==> src/rtl/alu_seq_pkg.sv <==
// Shared types and constants for the ALU datapath sequencer.
// Holds the state/kind encodings, ALU op codes and writeback select values.
package alu_seq_pkg;

    typedef enum logic [2:0] {
        IDLE   = 3'd0,
        LOAD_A = 3'd1,
        LOAD_B = 3'd2,
        EXEC   = 3'd3,
        WRITE  = 3'd4,
        DONE   = 3'd5
    } state_t;

    typedef enum logic [1:0] {
        KIND_ALU  = 2'b00,
        KIND_CMP  = 2'b01,
        KIND_MOVI = 2'b10,
        KIND_MOVR = 2'b11
    } kind_t;

    localparam logic [1:0] OP_ADD = 2'b00;
    localparam logic [1:0] OP_SUB = 2'b01;
    localparam logic [1:0] OP_AND = 2'b10;
    localparam logic [1:0] OP_NOT = 2'b11;

    localparam logic VSEL_C   = 1'b0;
    localparam logic VSEL_IMM = 1'b1;

    // MOV imm skips operand fetch entirely; MOV reg only needs the B operand.
    function automatic state_t first_state(input kind_t k);
        case (k)
            KIND_MOVI: first_state = WRITE;
            KIND_MOVR: first_state = LOAD_B;
            default:   first_state = LOAD_A;
        endcase
    endfunction

endpackage

==> src/rtl/alu_seq_ctrl.sv <==
// Multi-cycle controller sequencing register-file, shifter and ALU strobes
// for one operation at a time, with a valid/ready request port and done pulse.
module alu_seq_ctrl
    import alu_seq_pkg::*;
#(
    parameter int DATA_W  = 16,
    parameter int RADDR_W = 3
) (
    input  logic               clk,
    input  logic               rst_n,
    input  logic               req_valid,
    output logic               req_ready,
    input  logic [1:0]         req_kind,
    input  logic [1:0]         req_aluop,
    input  logic [RADDR_W-1:0] req_rd,
    input  logic [RADDR_W-1:0] req_rn,
    input  logic [RADDR_W-1:0] req_rm,
    input  logic [1:0]         req_shift,
    input  logic [DATA_W-1:0]  req_imm,
    output logic [RADDR_W-1:0] readnum,
    output logic [RADDR_W-1:0] writenum,
    output logic               write,
    output logic               loada,
    output logic               loadb,
    output logic               loadc,
    output logic               loads,
    output logic               asel,
    output logic               bsel,
    output logic               vsel,
    output logic [1:0]         shift,
    output logic [1:0]         aluop,
    output logic [DATA_W-1:0]  imm_out,
    output logic               done,
    output logic               busy
);

    state_t               state;
    state_t               state_nxt;
    kind_t                kind_q;
    logic [RADDR_W-1:0]   rd_q;
    logic [RADDR_W-1:0]   rn_q;
    logic [RADDR_W-1:0]   rm_q;
    logic [1:0]           aluop_q;
    logic [1:0]           shift_q;
    logic [DATA_W-1:0]    imm_q;
    logic                 accept;

    assign req_ready = (state == IDLE);
    assign busy      = ~req_ready;
    assign accept    = req_valid && req_ready;
    assign shift     = shift_q;
    assign imm_out   = imm_q;

    always_comb begin
        state_nxt = IDLE;
        case (state)
            IDLE:    state_nxt = accept ? first_state(kind_t'(req_kind)) : IDLE;
            LOAD_A:  state_nxt = LOAD_B;
            LOAD_B:  state_nxt = EXEC;
            EXEC:    state_nxt = (kind_q == KIND_CMP) ? DONE : WRITE;
            WRITE:   state_nxt = DONE;
            DONE:    state_nxt = IDLE;
            default: state_nxt = IDLE;
        endcase
    end

    always_ff @(posedge clk or negedge rst_n) begin
        if (!rst_n) begin
            state   <= IDLE;
            kind_q  <= KIND_ALU;
            rd_q    <= '0;
            rn_q    <= '0;
            rm_q    <= '0;
            aluop_q <= '0;
            shift_q <= '0;
            imm_q   <= '0;
        end else begin
            state <= state_nxt;
            if (accept) begin
                kind_q  <= kind_t'(req_kind);
                rd_q    <= req_rd;
                rn_q    <= req_rn;
                rm_q    <= req_rm;
                aluop_q <= req_aluop;
                shift_q <= req_shift;
                imm_q   <= req_imm;
            end
        end
    end

    // Strobes decode purely from state, so an async reset drops them at once.
    always_comb begin
        readnum  = '0;
        writenum = '0;
        write    = 1'b0;
        loada    = 1'b0;
        loadb    = 1'b0;
        loadc    = 1'b0;
        loads    = 1'b0;
        asel     = 1'b0;
        bsel     = 1'b0;
        vsel     = VSEL_C;
        done     = 1'b0;
        aluop    = aluop_q;
        case (state)
            LOAD_A: begin
                readnum = rn_q;
                loada   = 1'b1;
            end
            LOAD_B: begin
                readnum = rm_q;
                loadb   = 1'b1;
            end
            EXEC: begin
                loadc = (kind_q != KIND_CMP);
                loads = (kind_q != KIND_MOVI);
                asel  = (kind_q == KIND_MOVR);
                if (kind_q == KIND_MOVR) begin
                    aluop = OP_ADD;
                end
            end
            WRITE: begin
                writenum = rd_q;
                write    = 1'b1;
                vsel     = (kind_q == KIND_MOVI) ? VSEL_IMM : VSEL_C;
            end
            DONE: begin
                done = 1'b1;
            end
            default: begin
                done = 1'b0;
            end
        endcase
    end

endmodule

==> config.mk <==
export PLATFORM = sky130hd
export DESIGN_NAME = alu_seq_ctrl
export DESIGN_NICKNAME = d
export VERILOG_FILES = /design/src/rtl/alu_seq_pkg.sv /design/src/rtl/alu_seq_ctrl.sv
export SDC_FILE = /design/constraint.sdc
export NUM_CORES = 1
export LEC_CHECK = 0
export ABC_AREA = 0
export CAP_MARGIN = 0
export CORE_MARGIN = 5
export CORE_UTILIZATION = 37
export CTS_CLUSTER_DIAMETER = 50
export DETAILED_ROUTE_END_ITERATION = 12
export PLACE_DENSITY = 0.84
export SETUP_SLACK_MARGIN = 0.4
export SKIP_CTS_REPAIR_TIMING = 1
export SLEW_MARGIN = 5
export SYNTH_ARGS = -nofsm -noshare
export SYNTH_HDL_FRONTEND = slang
export SYNTH_SLANG_ARGS = --single-unit
==> constraint.sdc <==
create_clock -name clk -period 1.6 [get_ports clk]
set_input_delay 0.32 -clock clk [delete_from_list [all_inputs] [get_ports clk]]
set_output_delay 0.32 -clock clk [all_outputs]
set_load 0.02 [all_outputs]
== Word-level counts from Yosys, hierarchy flattened ==
Cells that the tools add are included.
Word-level totals
  logic and storage cells: 40
  latch bits: 0
  output and inout port bits: 37
  memory bits (read-only): 0
  memory bits (writable): 0
  bits in registers: 34
  memories: 0
  bits of input ports: 34
Cells by class
  reductions and logical operators: 2
  mux-type cells: 17
  $lt $le $gt $ge: 0
  multipliers: 0
  bitwise operators: 1
  shift-type cells: 0
  div/mod/pow operators: 0
  add/subtract/negate cells: 0
  equality and inequality tests: 12
Operator list (number)
  $pmux 3 s5: 1
  $pmux 3 s2: 2
  $mux 1: 10
  $eq 2x2->1 const B: 4
  $eq 3x2->1 const B: 2
  $eq 3x3->1 const B: 2
  $mux 3: 2
  $mux 2: 2
  $eq 3x1->1 const B: 1
  $logic_not 3->1: 1
  $eq 2x1->1 const B: 1
  $ne 2x1->1 const B: 1
  $ne 2x2->1 const B: 1
  $logic_and 1x1->1: 1
  $not 1->1: 1

== Logic depth before layout (Yosys ltp) ==
  word-level depth: 4
  depth in mapped cells: 7
  depth with buffers taken out: 4

== Worst setup path after synthesis ==
OpenSTA, ideal clock, no wires.
  path type: reg2out
  start point: register state[2]
  end point: output port readnum[0]
  cell stages (with the launch flop): 4
  path slack: -0.373 ns
  buffers on the path: 1
  data required time: 1.280 ns
  arrival: 1.653 ns
  cell sequence: dfrtp_1 > clkbuf_1 > nor3b_1 > a22o_1
On the way
  word-level cells in the longest chain between the ends: 2
  elaborated cells between the ends (all ways): 3
  those cells by class: eq/ne: 2; mux: 1
Ends and longest elaborated chain
  from (decl): RTL line alu_seq_ctrl.sv:37  | state_t state;
  from (signal assigned): RTL line alu_seq_ctrl.sv:78  | state <= state_nxt;
  $eq 3x2->1 / $eq 3x1->1 (equally long branches): RTL line alu_seq_ctrl.sv:105  | case (state)
  $pmux 3 s2 (*): RTL line alu_seq_ctrl.sv:105
  to (decl): RTL line alu_seq_ctrl.sv:20  | output logic [RADDR_W-1:0] readnum,
Mark *: on every way between the ends. The rest lies on a longest branch, timed or not.

== Worst setup path in the final report ==
  start point: register state[2]
  end point: register aluop_q[1]
On the way
  word-level cells in the longest chain between the ends: 2
Ends and longest elaborated chain
  $logic_not 3->1: RTL line alu_seq_ctrl.sv:48  | assign req_ready = (state == IDLE);
  $logic_and 1x1->1: RTL line alu_seq_ctrl.sv:50  | assign accept = req_valid && req_ready;
  to (signal assigned): RTL line alu_seq_ctrl.sv:84  | aluop_q <= req_aluop;
  to (decl): RTL line alu_seq_ctrl.sv:43  | logic [1:0] aluop_q;
Every way passes these cells.
A chain may end at the register's enable or synchronous reset.

==> summary.md <==
| Metric | Value |
|---|---|
| Final setup viols | `48` |
| Layout Skew | `6.19 ps` |
| First-pass GRT wire length | `approximately 6300 um` |
| Setup ws final | `-227 ps` |
| Synth Net Count | `roughly 140` |
| YS warnings | `0` |
| Synth Area in Adders | `0%` |
| Clk sink count | `34` |
| Post-synthesis compound-gate area fraction | `4.42%` |
| Post-Synthesis Cell Area | `1620 um2` |
| Setup total negative slack | `-8550 ps` |
| Main combinational cell family by area after synthesis | `multiplexers` |
| Via count | `roughly 1200` |
| Synth Area per Inst | `between 15 and 20 um2` |
| Slowest CP cell | `dfrtp_2` |
| Htree depth | `2` |
| Cells along the critical path | `buf_4, or3_4, clkinv_4, and2_4, buf_12, mux2_4` |
| Most frequent cell after synthesis | `dfrtp_1` |
| Placer Congestion | `0.781` |
| Hold Path Class | `input pin to asynchronous set/reset pin` |
| FFs w/ async S/R, synth | `100%` |
| IO Port Bufs | `69` |
| CP max FO | `11` |
| R2R Path End | `aluop_q[1]` |
| Die X | `around 76 um` |
| Setup WS pre-CTS | `-352 ps` |
| Setup CP Type | `flop to flop` |
| Gr usage total | `13.4%` |
| Root Driver | `clkbuf_8` |
| Fmax | `approximately 550 MHz` |
| Final nets | `236` |
| CTS Buf Count | `5` |
| Clk_lat worst skew | `280 ps` |
| Failing checks | `negative setup slack` |
| Simple-gate share of the synthesized area | `7.98%` |
| PwrDens | `around 2100 nW/um2` |
| First DRT Iteration DRCs | `48` |
| Reg clk slew, reported paths | `80 ps` |
| Top cell type by total area after synthesis | `dfrtp_1` |
| Seq/Total Area, Yosys | `52.7%` |
| Wire per inst | `15.6 um` |
| Post-DRT Antenna Nets | `0` |
| Largest cells by area after synthesis | `dfrtp_1 53%, mux2_4 26%, buf_12 5.0%` |
| Largest net degree at the start of global routing | `35` |
| Vias in the first global route | `approximately 1300` |
| Initial Util | `a little under two fifths` |
| Fin. Hold Viols | `0` |
| Diode count | `0` |
| Slew Limit Fails | `0` |
| R2r setup slk | `-230 ps` |
| DIE HEIGHT | `76.1 um` |
| Gr ovfl total | `0` |
| Worst VDD drop | `between 0.8 and 0.9 mV` |
| Post-synth EDFFs | `0` |
| Final worst-path cycle share | `114%` |
| Final WL | `3980 um` |
| Fillers | `346` |
| TritonCTS clock tree | `done` |
| XOR/XNOR Fraction of Synth Area | `0%` |
| CTS max path bufs | `2` |
| CP Capture Type | `flop` |
| RSZ-0062 raised after global routing | `true` |
| Most frequent cells after synthesis | `34 x dfrtp_1, 28 x mux2_4, 4 x buf_12` |
| Largest stage delay, worst path | `around 440 ps` |
| RR Startpoint | `state[2]` |
| Main flop type after synthesis | `dfrtp_1` |
| Initial antenna violation count | `0` |
| #FFs+latches synth | `34` |
| Standard-cell rows | `24` |
| Core area | `4290 um2` |
| Startpoint types | `flop` |
| Synth top area share | `52.7%` |
| Tmin final | `1830 ps` |
| DRC | `0` |
| Post-DR vias/cell | `4.81` |
| Synthesized instance count | `107` |
| Mux contribution to synthesized area | `a little over a quarter` |
| Leakage | `1.25 nW` |
| Unique cell type count in the Yosys netlist | `27` |
| P&R area growth vs syn | `63.8%` |
| Die ar. | `about 5800 um2` |
| Critical Path AT | `1990 ps` |
| I/O pin cnt | `71` |
| Status | `finished with violations` |
| CP required | `about 1800 ps` |
| Max Cap Viol | `0` |
| Reg2reg path depth | `6` |
| Hpwl dp | `2990 um` |
| DRT Pass-1 Iters | `5` |
| Layout cell share with drive strength beyond 1 | `59.1%` |
[metrics by stage]
step	util, %	std cells	instance area (um2)	hold WS [ps]	total power [W]
finish	61.6	255	2650	403	0.00553
global route	61.6	255	2650	417	0.00582
CTS	62.2	250	2670	415	0.00565
detailed placement	59.6	242	2560	491	0.00483
global placement	59.6	242	2560	490	0.00475
floorplan	-	107	1700	24.4	0.00351
[routing by layer]
layer / global-route usage [%] / part of all wire (%)
met2: 21.7 / 49
met4: 3.15 / 0.78
met3: 4.85 / 5.8
met5: 0 / 0
met1: 17.1 / 45
[cells in the final DEF (no fill, tap or decap), drive strengths merged]
cell type / instances
and3: 3
nor3b: 2
mux2: 29
nor2: 2
o311a: 1
a311o: 1
inv: 3
clkdlybuf4s50: 33
clkinv: 1
nor3: 2
or3: 1
a22o: 3
nand4b: 1
clkbuf: 27
bufinv: 1
nand2: 2
clkinvlp: 2
o21ai: 3
nand3b: 1
mux2i: 1
nor2b: 3
nand3: 3
and2: 1
conb: 1
a21oi: 2
dfrtp: 34
buf: 40
[state kept, by name, indices dropped and copies added, names as in the netlist]
name     count
rn_q         3
kind_q       2
shift        2
imm_out     16
rd_q         3
rm_q         3
state        3
aluop_q      2
[critical path, delay by kind of cell (launching register included)]
kind,cells,cell delay [ps]
buffers and inverters,3,370
flip-flops,1,440
multiplexers,1,300
AND/OR/NAND/NOR,2,590
[logic make-up after synthesis]
group | count (synthesis)
flops | 34
mux | 30
simple gates | 21
buf+inv | 11
compound gates | 10
other cells | 1
[worst max-delay path by stage]
stage | from | endpoint | slack, ps
after floorplan | state[1] | aluop_q[0] | -160
after global placement | state[1] | readnum[2] | -330
after detailed placement | state[2] | aluop[1] | -350
after CTS | state[2] | aluop[1] | -670
after global routing | state[2] | aluop[0] | -270
final | state[2] | aluop_q[1] | -230
[power by group]
| part | switching [W] | internal (W) |
|---|---|---|
| combinational | 0.00142 | 0.00175 |
| sequential | 0.000271 | 0.00131 |
| clock | 0.000322 | 0.000463 |
[area by class of cell]
cell class	count	area, um2	area share [%]
Sequential cell	34	855	32.3
Timing Repair Buffer	95	847	32.0
Multi-Input combinational cell	62	746	28.2
Clock buffer	5	68.8	2.60
Tap cell	52	65.1	2.46
Clock inverter	3	45.0	1.70
Inverter	4	20.0	0.757
Power figures use the tool's default switching activity.
